## src/rtl/rtc_lectura_ctrl.sv

```systemverilog
`default_nettype none
// ============================================================================
//  Module      : rtc_lectura_ctrl
//  Description : Periodic reader of the nine RTC time/date/timer registers over
//                a multiplexed AD bus; publishes a coherent BCD snapshot.
//  Revision    : 1.0 - initial release
// ============================================================================
module rtc_lectura_ctrl #(
    parameter int T_FASE     = 10,
    parameter int T_REFRESCO = 1_000_000
) (
    input  logic       CLK,
    input  logic       RESET,
    input  logic       pausa,
    input  logic       leer_ya,
    input  logic [7:0] ad_in,
    output logic [7:0] ad_out,
    output logic       ad_oe,
    output logic       cs_n,
    output logic       rd_n,
    output logic       wr_n,
    output logic       a_d,
    output logic [7:0] seg,
    output logic [7:0] min,
    output logic [7:0] hora,
    output logic [7:0] dia,
    output logic [7:0] mes,
    output logic [7:0] ano,
    output logic [7:0] t_seg,
    output logic [7:0] t_min,
    output logic [7:0] t_hora,
    output logic       dato_valido,
    output logic       error_bcd,
    output logic       ocupado
);

    localparam int c_REF_W  = (T_REFRESCO > 1) ? $clog2(T_REFRESCO) : 1;
    localparam int c_FASE_W = (T_FASE > 1) ? $clog2(T_FASE) : 1;
    localparam logic [c_REF_W-1:0]  c_REF_MAX  = c_REF_W'(T_REFRESCO - 1);
    localparam logic [c_FASE_W-1:0] c_FASE_MAX = c_FASE_W'(T_FASE - 1);
    localparam logic [3:0]          c_IDX_ULT  = 4'd8;

    typedef enum logic [3:0] {
        ESPERA = 4'd0,
        A_SET  = 4'd1,
        A_STB  = 4'd2,
        A_HLD  = 4'd3,
        GAP    = 4'd4,
        D_SET  = 4'd5,
        D_STB  = 4'd6,
        D_HLD  = 4'd7,
        FIN    = 4'd8
    } estado_t;

    estado_t               r_estado;
    estado_t               w_estado_sig;
    logic [c_FASE_W-1:0]   r_fase;
    logic [3:0]            r_idx;
    logic [c_REF_W-1:0]    r_refresco;
    logic [7:0]            r_sombra [0:8];

    logic                  w_fase_fin;
    logic                  w_refresco_fin;
    logic                  w_arranque;
    logic                  w_bcd_ok;
    logic [7:0]            w_dir;
    logic                  w_cs_n;
    logic                  w_rd_n;
    logic                  w_wr_n;
    logic                  w_a_d;
    logic                  w_ad_oe;
    logic [7:0]            w_ad_out;

    assign w_fase_fin     = (r_fase == c_FASE_MAX);
    assign w_refresco_fin = (r_refresco == c_REF_MAX);
    assign w_arranque     = (w_refresco_fin || leer_ya) && !pausa;
    assign w_bcd_ok       = (ad_in[7:4] <= 4'd9) && (ad_in[3:0] <= 4'd9);
    // Indices 0..5 map to 0x21..0x26, indices 6..8 to the timer block 0x41..0x43
    assign w_dir          = (r_idx < 4'd6) ? (8'h21 + {4'd0, r_idx})
                                           : (8'h41 + {4'd0, r_idx} - 8'd6);

    always_ff @(posedge CLK or negedge RESET) begin
        if (!RESET) begin
            r_estado <= ESPERA;
        end else begin
            r_estado <= w_estado_sig;
        end
    end

    always_comb begin
        w_estado_sig = r_estado;
        case (r_estado)
            ESPERA:  if (w_arranque) w_estado_sig = A_SET;
            A_SET:   w_estado_sig = A_STB;
            A_STB:   if (w_fase_fin) w_estado_sig = A_HLD;
            A_HLD:   w_estado_sig = GAP;
            GAP:     w_estado_sig = D_SET;
            D_SET:   w_estado_sig = D_STB;
            D_STB:   if (w_fase_fin) w_estado_sig = D_HLD;
            D_HLD:   w_estado_sig = (r_idx == c_IDX_ULT) ? FIN : A_SET;
            FIN:     w_estado_sig = ESPERA;
            default: w_estado_sig = ESPERA;
        endcase
    end

    always_comb begin
        w_cs_n   = 1'b1;
        w_rd_n   = 1'b1;
        w_wr_n   = 1'b1;
        w_a_d    = 1'b0;
        w_ad_oe  = 1'b0;
        w_ad_out = 8'h00;
        case (r_estado)
            A_SET, A_HLD: begin
                w_cs_n   = 1'b0;
                w_ad_oe  = 1'b1;
                w_ad_out = w_dir;
            end
            A_STB: begin
                w_cs_n   = 1'b0;
                w_wr_n   = 1'b0;
                w_ad_oe  = 1'b1;
                w_ad_out = w_dir;
            end
            D_SET: begin
                w_cs_n = 1'b0;
                w_a_d  = 1'b1;
            end
            D_STB: begin
                w_cs_n = 1'b0;
                w_rd_n = 1'b0;
                w_a_d  = 1'b1;
            end
            D_HLD: begin
                w_a_d = 1'b1;
            end
            default: ;
        endcase
    end

    always_ff @(posedge CLK or negedge RESET) begin
        if (!RESET) begin
            r_fase     <= '0;
            r_idx      <= 4'd0;
            r_refresco <= '0;
            error_bcd  <= 1'b0;
            for (int i = 0; i < 9; i++) begin
                r_sombra[i] <= 8'h00;
            end
        end else begin
            r_refresco <= w_refresco_fin ? '0 : r_refresco + 1'b1;

            if ((r_estado == A_STB || r_estado == D_STB) && !w_fase_fin) begin
                r_fase <= r_fase + 1'b1;
            end else begin
                r_fase <= '0;
            end

            if (r_estado == ESPERA) begin
                r_idx <= 4'd0;
            end else if (r_estado == D_HLD && r_idx != c_IDX_ULT) begin
                r_idx <= r_idx + 4'd1;
            end

            // Strobes are registered one cycle behind the state, so the last
            // low cycle of rd_n on the pins coincides with D_HLD here.
            if (r_estado == D_HLD) begin
                if (w_bcd_ok) begin
                    r_sombra[r_idx] <= ad_in;
                end else begin
                    error_bcd <= 1'b1;
                end
            end
        end
    end

    always_ff @(posedge CLK or negedge RESET) begin
        if (!RESET) begin
            cs_n        <= 1'b1;
            rd_n        <= 1'b1;
            wr_n        <= 1'b1;
            a_d         <= 1'b0;
            ad_oe       <= 1'b0;
            ad_out      <= 8'h00;
            ocupado     <= 1'b0;
            dato_valido <= 1'b0;
            seg         <= 8'h00;
            min         <= 8'h00;
            hora        <= 8'h00;
            dia         <= 8'h00;
            mes         <= 8'h00;
            ano         <= 8'h00;
            t_seg       <= 8'h00;
            t_min       <= 8'h00;
            t_hora      <= 8'h00;
        end else begin
            cs_n        <= w_cs_n;
            rd_n        <= w_rd_n;
            wr_n        <= w_wr_n;
            a_d         <= w_a_d;
            ad_oe       <= w_ad_oe;
            ad_out      <= w_ad_out;
            ocupado     <= (r_estado != ESPERA);
            dato_valido <= (r_estado == FIN);
            if (r_estado == FIN) begin
                seg    <= r_sombra[0];
                min    <= r_sombra[1];
                hora   <= r_sombra[2];
                dia    <= r_sombra[3];
                mes    <= r_sombra[4];
                ano    <= r_sombra[5];
                t_seg  <= r_sombra[6];
                t_min  <= r_sombra[7];
                t_hora <= r_sombra[8];
            end
        end
    end

endmodule
`default_nettype wire

```

## config.mk

```make
export PLATFORM = sky130hd
export DESIGN_NAME = rtc_lectura_ctrl
export DESIGN_NICKNAME = d
export VERILOG_FILES = /design/src/rtl/rtc_lectura_ctrl.sv
export SDC_FILE = /design/constraint.sdc
export NUM_CORES = 1
export LEC_CHECK = 0
export BUFFER_PORTS_ARGS = -buffer_cell sky130_fd_sc_hd__buf_2
export CORE_AREA = 2 2 121 123
export DETAILED_ROUTE_END_ITERATION = 6
export DIE_AREA = 0 0 123 125
export MAX_ROUTING_LAYER = met4
export PLACE_DENSITY = 0.74
export SETUP_SLACK_MARGIN = 0.15
export SYNTH_ARGS = -nofsm -noshare
export SYNTH_HDL_FRONTEND = slang
export SYNTH_SLANG_ARGS = --single-unit
```

## constraint.sdc

```tcl
create_clock -name CLK -period 2.35 [get_ports CLK]
set_input_delay 0.3525 -clock CLK [delete_from_list [all_inputs] [get_ports CLK]]
set_output_delay 0.3525 -clock CLK [all_outputs]
set_load 0.02 [all_outputs]
```

==> results.py <==
metrics = {
    "synthesis": {
        "yosys.area_share.adder_pct": 1.31,
        "synth-simple-area-share_pct": 8.10,
        "yosysUniqueCellTypes": 43,
        "synth_flop_cell": "dfrtp_1",
        "yosys.cell_count.top_type": "dfrtp_1",
        "muxShareOfSynthArea_pct": 21.3,
        "netlist_top_cells_count": "dfrtp_1, mux2_2, nor2_1",
        "synth_edf_count": 0,
        "syn_area_per_cell_um2": 14.4,
        "ys_top_cells_by_area": "dfrtp_1, mux2_2, nor2_1",
        "postSynthRegisterBits": 191,
        "ys_seq_area_share_pct": 62.8,
        "async_reset_ff_share_pct": 100,
        "syn_inst": 529,
        "yosysTopAreaCell": "dfrtp_1",
        "synthesis.nets": 549,
        "synth_top_area_share_pct": 61.8,
        "synth_xor_area_share_pct": 2.30,
        "yosys_warnings": 0,
        "synth_top_family_by_area": "multiplexers",
        "syn_area_um2": 7610,
        "synth-compound-area-share_pct": 2.02,
    },
    "setup_path": {
        "crit_type": "reg -> reg",
        "cp_max_fo": 10,
        "crit_path_start": "r_estado[1]",
        "arrival_ps": 2320,
        "endpoint_kind": "register",
        "cp-start-kind": "register",
        "rr_worst_depth": 5,
        "reg2reg_from": "r_estado[1]",
        "cp_data_required_time_ps": 2660,
    },
    "power_and_ir_drop": {
        "p_total_mw": 6.33,
        "power.density_nw_per_um2": 708,
        "vdd_drop_max_uv": 452,
        "p_leak_nw": 4.72,
    },
    "timing": {
        "fin_ws_ps": 346,
        "setup_tns_ps": 0,
        "whs_ps": 113,
        "min_period_ps": 2000,
        "worstMarginPinSlew_ps": 621,
        "hold_viol": 0,
        "rsz0062_at_grt": "no",
        "fmax_ghz": 0.499,
        "slew_viol_final": 0,
        "slew_headroom_pct": 58.4,
        "fin_crit_sh_pct": 85.3,
        "fin_skew_ps": 10.4,
        "setup_violations": 0,
    },
    "status": {
        "status": "finished, final reports clean",
    },
    "clock_network": {
        "cts_resized": 0,
        "cts_root_buf": "clkbuf_16",
        "hold_buffers": 1,
        "cts.clk_slew.worst_paths_ps": 70,
        "tritoncts": "yes",
        "cts_setup_buffers": 0,
        "clock-sinks": 191,
        "cts_buffer_depth": 2,
        "clock_latency_ps": 430,
        "cts_made_buffers": 17,
        "cts_max_level": 4,
    },
    "drt": {
        "via_per_inst": 5.46,
        "detail_route.first_pass.iterations": 4,
        "wl_um": 14900,
        "wl_per_cell_um": 18.0,
        "detail-route-antenna-nets": 0,
        "drt_iter0_markers": 323,
        "drc": 0,
        "via_count": 4519,
    },
    "worst_hold_path": {
        "min-delay-path-class": "in -> reg",
        "hp-start": "pausa",
        "min_path_cells": 2,
    },
    "placed_design": {
        "place_ws_ps": 352,
        "gp_congestion": 0.824,
        "numPortBuffers": 98,
        "dp_hpwl_um": 9870,
    },
    "run": {
        "drv_cap": 0,
    },
    "global_routing": {
        "overflow": 0,
        "grt_pass1_wl_um": 24400,
        "grt_max_degree": 74,
        "grt_pass1_vias": 4602,
        "grt_usage_pct": 21.4,
        "antenna_found_initial": 0,
    },
    "floorplanning": {
        "dieArea_um2": 15400,
        "core_um2": 14200,
        "die_y_um": 125,
        "rows": 44,
        "initial_core_util_pct": 53.6,
        "die_x_um": 123,
        "io_pins": 100,
    },
    "final_layout": {
        "fin_nets": 652,
        "n_antenna_cell": 0,
        "drive_above_1_share_pct": 45.8,
        "synthToLayoutAreaGrowth_pct": 17.4,
    },
}
[per-layer routing]
layer | part of all wire [%] | global-route usage [%] | vias up
li1 | - | - | 2058
met1 | 46 | 29.7 | 2346
met2 | 49 | 32.1 | 98
met3 | 4.1 | 4.20 | 17
met4 | 1.4 | 7.02 | 0
met5 | 0 | - | -
[path summary, 6_finish.rpt]
path | endpoint | slack, ps
max reg2reg | r_sombra[63] | 350
min reg2reg | r_fase[0] | 500
max | r_sombra[63] | 350
max in group asynchronous | ano[3] | 1170
min | r_estado[0] | 110
min in group asynchronous | hora[4] | 450
[per-stage QoR]
step                      cells  util (%)  cell area (um^2)
after floorplan             529         -              7610
after global placement      796      58.7              8330
after detailed placement    796      58.7              8330
after CTS                   828      62.9              8940
after global routing        828      62.9              8940
final                       828      62.9              8940
[cell type report]
class | instances | area, um^2
Multi-Input combinational cell | 305 | 2680
Timing Repair Buffer | 109 | 622
Sequential cell | 191 | 4780
Inverter | 8 | 30.0
Tap cell | 184 | 230
Clock inverter | 10 | 125
Clock buffer | 21 | 470
Fill cell | 1097 | 5270
[registers in the layout (all words and copies together) (netlist names), 4 cells and up]
register	cells
r_sombra	72
mes	8
r_refresco	20
seg	8
hora	8
min	8
dia	8
ad_out	7
r_fase	4
r_estado	4
t_seg	8
ano	8
r_idx	4
t_hora	8
t_min	8
[layout by cell type (no fill, tap or decap), drive strengths merged, types with 4 or more instances in the layout]
master	instances
a21oi	9
and3	9
buf	107
clkbuf	22
clkinvlp	4
dfrtp	188
ha	8
inv	12
mux2	144
nand2	12
nand3	17
nand4	6
nor2	33
nor2b	4
nor4b	5
o21ai	8
xnor2	8
xor2	12
[cells by family (layout without fill, tap and decap cells)]
kind of cell / Yosys count / count (layout)
mux: 144 / 144
fa+ha+maj: 8 / 8
compound gates: 26 / 26
flops: 191 / 191
xor+xnor: 20 / 20
simple gates: 106 / 106
buf+inv: 33 / 148
other cells: 1 / 1
[worst max-delay path, stage by stage, from the launching register on]
cell and delay, ps:
dfrtp_1 530, and4b_1 340, and3_1 200, buf_4 170, nand3_2 270, mux2_2 370
[report_power, final]
part / leakage [nW] / internal (mW) / total, mW / switching, mW
combinational: 1.83 / 0.0424 / 0.156 / 0.113
clock: 0.279 / 1.66 / 2.87 / 1.21
sequential: 2.61 / 3.30 / 3.30 / 0.00554
Power figures use the tool's default switching activity.
